**src/rtl/sel_table.sv**
```systemverilog
// Tournament-predictor chooser table: 2-bit selector state per index, one-cycle
// lookups, and a two-stage update pipeline around the external fsm_for_sel stage.
module sel_table #(
  parameter  int IDX_W      = 10,
  localparam int DATA_WIDTH = 2
) (
  input  logic                  clk,
  input  logic                  reset,
  input  logic                  pre_valid,
  input  logic [IDX_W-1:0]      pre_idx,
  output logic                  pre_sel_valid,
  output logic                  pre_use_global,
  input  logic                  upd_valid,
  output logic                  upd_ready,
  input  logic [IDX_W-1:0]      upd_idx,
  input  logic                  upd_local_ok,
  input  logic                  upd_global_ok,
  output logic [DATA_WIDTH-1:0] fsm_in_data,
  output logic                  fsm_torf,
  input  logic [DATA_WIDTH-1:0] fsm_out_data,
  input  logic                  fsm_wr_en
);

  localparam logic [DATA_WIDTH-1:0] WELL_NTAKEN = 2'b00;
  localparam logic [DATA_WIDTH-1:0] NTAKEN      = 2'b01;
  localparam logic [DATA_WIDTH-1:0] TAKEN       = 2'b10;
  localparam logic [DATA_WIDTH-1:0] WELL_TAKEN  = 2'b11;
  localparam logic [DATA_WIDTH-1:0] INIT        = NTAKEN;
  localparam int                    DEPTH       = 1 << IDX_W;

  function automatic logic side_global(input logic [DATA_WIDTH-1:0] s);
    return (s == TAKEN) || (s == WELL_TAKEN);
  endfunction

  logic [DATA_WIDTH-1:0] tbl_q [DEPTH];

  logic                  pre_sel_valid_q, pre_sel_valid_d;
  logic                  pre_use_global_q, pre_use_global_d;
  logic                  s1_vld_q, s1_vld_d;
  logic                  s2_vld_q, s2_vld_d;
  logic [IDX_W-1:0]      s1_idx_q, s1_idx_d;
  logic [IDX_W-1:0]      s2_idx_q, s2_idx_d;
  logic [DATA_WIDTH-1:0] s1_data_q, s1_data_d;
  logic                  s1_torf_q, s1_torf_d;
  logic                  tbl_wr_d;
  logic [DATA_WIDTH-1:0] pre_rd;
  logic [DATA_WIDTH-1:0] upd_rd;
  logic                  upd_accept;

  always_comb begin
    tbl_wr_d = s2_vld_q && fsm_wr_en;

    // Lookup is write-first against the S2 commit happening this cycle
    pre_rd = (tbl_wr_d && (s2_idx_q == pre_idx)) ? fsm_out_data : tbl_q[pre_idx];
    pre_sel_valid_d  = pre_valid;
    pre_use_global_d = pre_valid && side_global(pre_rd);

    upd_ready  = !reset && !(s1_vld_q && (s1_idx_q == upd_idx));
    upd_accept = upd_valid && upd_ready && (upd_local_ok != upd_global_ok);

    // S2 forwarding covers the not-yet-written result, including wr_en-low holds
    upd_rd    = (s2_vld_q && (s2_idx_q == upd_idx)) ? fsm_out_data : tbl_q[upd_idx];
    s1_vld_d  = upd_accept;
    s1_idx_d  = upd_idx;
    s1_data_d = upd_rd;
    s1_torf_d = side_global(upd_rd) ? upd_global_ok : upd_local_ok;

    s2_vld_d  = s1_vld_q;
    s2_idx_d  = s1_idx_q;

    fsm_in_data    = s1_vld_q ? s1_data_q : INIT;
    fsm_torf       = s1_vld_q && s1_torf_q;
    pre_sel_valid  = pre_sel_valid_q;
    pre_use_global = pre_use_global_q;
  end

  // Control registers
  always_ff @(posedge clk) begin
    if (reset) begin
      pre_sel_valid_q  <= 1'b0;
      pre_use_global_q <= 1'b0;
      s1_vld_q         <= 1'b0;
      s2_vld_q         <= 1'b0;
    end else begin
      pre_sel_valid_q  <= pre_sel_valid_d;
      pre_use_global_q <= pre_use_global_d;
      s1_vld_q         <= s1_vld_d;
      s2_vld_q         <= s2_vld_d;
    end
  end

  // Pipeline data registers
  always_ff @(posedge clk) begin
    s1_idx_q  <= s1_idx_d;
    s1_data_q <= s1_data_d;
    s1_torf_q <= s1_torf_d;
    s2_idx_q  <= s2_idx_d;
  end

  // Table storage
  always_ff @(posedge clk) begin
    if (reset) begin
      for (int i = 0; i < DEPTH; i++) tbl_q[i] <= INIT;
    end else if (tbl_wr_d) begin
      tbl_q[s2_idx_q] <= fsm_out_data;
    end
  end

endmodule

```
**config.mk**
```make
export PLATFORM = sky130hd
export DESIGN_NAME = sel_table
export DESIGN_NICKNAME = d
export VERILOG_FILES = /design/src/rtl/sel_table.sv
export SDC_FILE = /design/constraint.sdc
export NUM_CORES = 2
export LEC_CHECK = 0
export ABC_AREA = 1
export CORE_ASPECT_RATIO = 2
export CORE_UTILIZATION = 56
export CTS_BUF_LIST = sky130_fd_sc_hd__clkbuf_8
export CTS_CLUSTER_SIZE = 25
export DETAILED_ROUTE_END_ITERATION = 8
export PLACE_DENSITY = 0.72
export SLEW_MARGIN = 20
export SYNTH_ARGS = -nofsm -noshare
export SYNTH_HDL_FRONTEND = slang
export SYNTH_SLANG_ARGS = --single-unit
```
**constraint.sdc**
```tcl
create_clock -name clk -period 3.09 [get_ports clk]
set_clock_uncertainty 0.1 [all_clocks]
set_input_delay 0.4635 -clock clk [delete_from_list [all_inputs] [get_ports clk]]
set_output_delay 0.4635 -clock clk [all_outputs]
set_load 0.01 [all_outputs]
```
==> impl_metrics.json <==
{
  "status": "complete, but fails checks",
  "violations": "DRC, setup timing",
  "holdPathEnd": "s1_idx_q[8]$_DFF_P_",
  "coreArea_um2": 200000,
  "rsz0062_at_grt": "no",
  "synth_xor_area_frac": 0.000854,
  "start_util": 0.564,
  "place_hpwl_um": 294000,
  "place_congestion": 1.02,
  "cp.arrival_ps": 3720,
  "synth_top_area_cell": "edfxtp_1",
  "post_route_cells_drive_above_1_share": 0.102,
  "tns_ps": -71.5,
  "nets": 13500,
  "die_h_um": 637,
  "port_buffers": 34,
  "crit_path_end_kind": "register",
  "fin_area_um2": 127000,
  "synthMuxAreaShare": 0,
  "clockRootBuffer": "clkbuf_8",
  "grt_max_degree": 97,
  "slew_headroom": 0.508,
  "antenna_found_initial": 17,
  "pwr-share-comb": 0.125,
  "cts_sinks": 2075,
  "cts_buffer_depth": 4,
  "track_usage": 0.433,
  "overflow": 0,
  "synth_compound_area_frac": 0.0550,
  "synth_top_family_by_area": "simple AND/OR/NAND/NOR gates",
  "syn_inst": 13700,
  "grt_pass1_vias": 104000,
  "dpl.cell_count": 15800,
  "finalHoldViolCount": 0,
  "yosysUniqueCellTypes": 34,
  "p_seq_frac": 0.520,
  "place_area_um2": 121000,
  "peakVddDrop_mv": 0.710,
  "netSwitchingFraction": 0.276,
  "maxCapViolCount": 0,
  "yosysWarningCount": 0,
  "clk_pin_slew_ps": 70,
  "syn-num-nets": 13700,
  "die_w_um": 319,
  "viasPerCell": 6.66,
  "synth_top_area_frac": 0.545,
  "drtPass1Iterations": 9,
  "min-delay-start": "upd_idx[8]",
  "antenna_left": 0,
  "layout_worst_path_cycle_share": 1.01,
  "clk_latency_ps": 1030,
  "p_int_mw": 44.4,
  "grt_pass1_wl_um": 649000,
  "h-tree-depth": 5,
  "path_max_fanout": 8,
  "reg2reg_depth": 9,
  "power_frac_clock": 0.356,
  "fmax_mhz": 320,
  "synthesis.area_um2": 113000,
  "yosys.area_share.simple": 0.330,
  "cts_inserted_buffers": 305,
  "finalNonFillerCells": 16300,
  "row_count": 232,
  "cp_cell_sequence": "inv_1 -> nor3_1 -> inv_1 -> nor2_4 -> inv_1 -> nor2_1 -> buf_4 -> inv_1 -> nand2_1",
  "synthAdderAreaFrac": 0,
  "synth.avg_cell_area_um2": 8.25,
  "cp.depth": 9,
  "crit_top_cell": "inv_1",
  "drtIter0Drc": 17000,
  "syn_to_final_growth_pct": 12.4,
  "period_needed_ps": 3130,
  "crit_family": "simple AND/OR/NAND/NOR gates",
  "power.net_switching_mw": 16.9,
  "critical_path_buf_inv_count": 5,
  "drc_errors": 1,
  "slew_violations": 0,
  "min_path_type": "primary input to register",
  "r2r_slack_ps": -40,
  "wl_per_cell_um": 27.6,
  "die-area_um2": 203000,
  "power_per_cell_area_nw_per_um2": 483,
  "synth_area_leaders": "edfxtp_1 54%, nand3_1 14%, nand2_1 13%",
  "ys_ff_latch": 2075,
  "slowest_delay_ps": 530,
  "setup_violations": 2,
  "ys_seq_area_frac": 0.550,
  "slowest_stage": "dfxtp_1",
  "worst_r2r_startpoint": "s2_idx_q[7]$_DFF_P_",
  "min_path_cells": 2,
  "tightest_slew_ps": 737,
  "required_ps": 3680,
  "ios": 35,
  "num_vias": 109000,
  "crit_type": "register to register",
  "rr_endpoint": "tbl_q[911][0]$_SDFFCE_PN1P_",
  "setup_slack_ps": -38.0,
  "power.leakage_nw": 46.2,
  "cts_tree": "yes",
  "drt_wl_total_um": 451000,
  "start_kind": "register",
  "hold-worst-slack_ps": 83.2,
  "pre_cts_ws_ps": -226
}
cells in the mapped netlist:
master	instances
nand2_1	3927
nand3_1	3149
edfxtp_1	2048
nor2_1	1548
clkbuf_1	861
o21ai_0	728
buf_2	336
o22ai_1	273
inv_1	186
nor3_1	161
buf_1	103
a21oi_1	75
buf_6	70
o21ai_1	54
buf_4	32
inv_2	28
dfxtp_1	27
a21oi_2	16
nor2_2	9
clkinv_1	8
xor2_1	8
nor3_2	7
buf_8	4
nor4_1	4
o2111ai_1	4
xnor2_1	3
nand4_1	2
a211oi_1	1
a221oi_1	1
buf_12	1
o211ai_1	1
o221ai_1	1
or2_2	1
or3_1	1
repair_timing:
action                                  CTS  global route
endpoints found under the setup margin    1             3
hold buffers                              5             0
buffers inserted                          0             0
pin swaps                                 1             2
resized for setup                         3             6
endpoints found under the hold margin     5             0
kinds of logic after synthesis:
group | after synthesis
flip-flops | 2075
XOR/XNOR | 11
buffers and inverters | 1629
AO/OA/AOI/OAI | 1154
AND/OR/NAND/NOR | 8809
power by group through the flow:
stage               logic [mW]  clock network (mW)  registers, mW
floorplan                 4.21                   0           32.3
global placement          7.17                   0           32.4
detailed placement        7.29                   0           32.5
CTS                       7.32                21.7           31.9
global route              7.95                22.8           31.9
finish                    7.64                21.8           31.9
how the worst max path moves through the flow:
stage | slack, ps | endpoint | from
2_1_floorplan | 750 | tbl_q[638][0]$_SDFFCE_PN1P_ | fsm_wr_en
3_3_place_gp | -240 | pre_use_global$_SDFF_PP0_ | pre_idx[0]
3_5_place_dp | -230 | pre_use_global$_SDFF_PP0_ | pre_idx[1]
4_1_cts | 30 | upd_ready | s1_idx_q[1]$_DFF_P_
5_1_grt | 20 | tbl_q[911][1]$_SDFFCE_PN0P_ | s2_idx_q[7]$_DFF_P_
6_report | -40 | tbl_q[911][0]$_SDFFCE_PN1P_ | s2_idx_q[7]$_DFF_P_
metrics by stage:
| stage | total power [mW] | util |
|---|---|---|
| 6_report | 61.3 | 0.634 |
| 5_1_grt | 62.7 | 0.634 |
| 4_1_cts | 60.9 | 0.634 |
| 3_5_place_dp | 39.8 | 0.606 |
| 3_3_place_gp | 39.6 | 0.606 |
| 2_1_floorplan | 36.5 | - |
sequential cells by signal, summed over array words and instances (netlist names):
signal	flops
s1_idx_q	10
pre_sel_valid	1
s1_vld_q	1
s1_torf_q	1
tbl_q	2048
s2_vld_q	1
pre_use_global	1
s1_data_q	2
s2_idx_q	10
layer usage:
metal | up-vias | track usage | share of wire
li1 | 46500 | - | -
met1 | 51100 | 0.486 | 0.31
met2 | 8689 | 0.683 | 0.45
met3 | 2427 | 0.0951 | 0.13
met4 | 12 | 0.409 | 0.11
met5 | - | 0 | 0.00019
placed cells by master, fill, tap and decap left out, types with 14 or more instances in the layout:
cell	instances
nand2_1	3924
nand3_1	3149
edfxtp_1	2048
nor2_1	1509
o21ai_0	728
buf_4	562
buf_12	327
clkbuf_8	317
o22ai_1	273
inv_1	264
nor3_1	160
a21oi_1	74
clkinv_1	65
o21ai_1	54
clkinv_2	38
nor2_4	36
inv_2	26
dfxtp_1	26
clkdlybuf4s50_1	21
a21oi_2	17
bufinv_16	14
worst reg2reg max path, stage by stage, from the launching register on:
cell     delay, ps
dfxtp_1        530
inv_1          250
nor3_1         220
inv_1          350
nor2_4         380
inv_1          110
nor2_1         520
buf_4          220
inv_1           50
nand2_1         90
cell type report:
type                            instances  area, µm²
Clock buffer                          317       4360
Clock inverter                        208       1240
Timing Repair Buffer                  926      11100
Sequential cell                      2075      62000
Tap cell                             2574       3220
Inverter                              222        912
Antenna cell                            7       17.5
Multi-Input combinational cell       9974      43900
Fill cell                           16500      73100
Note: power is estimated with default switching activity, not from simulation.
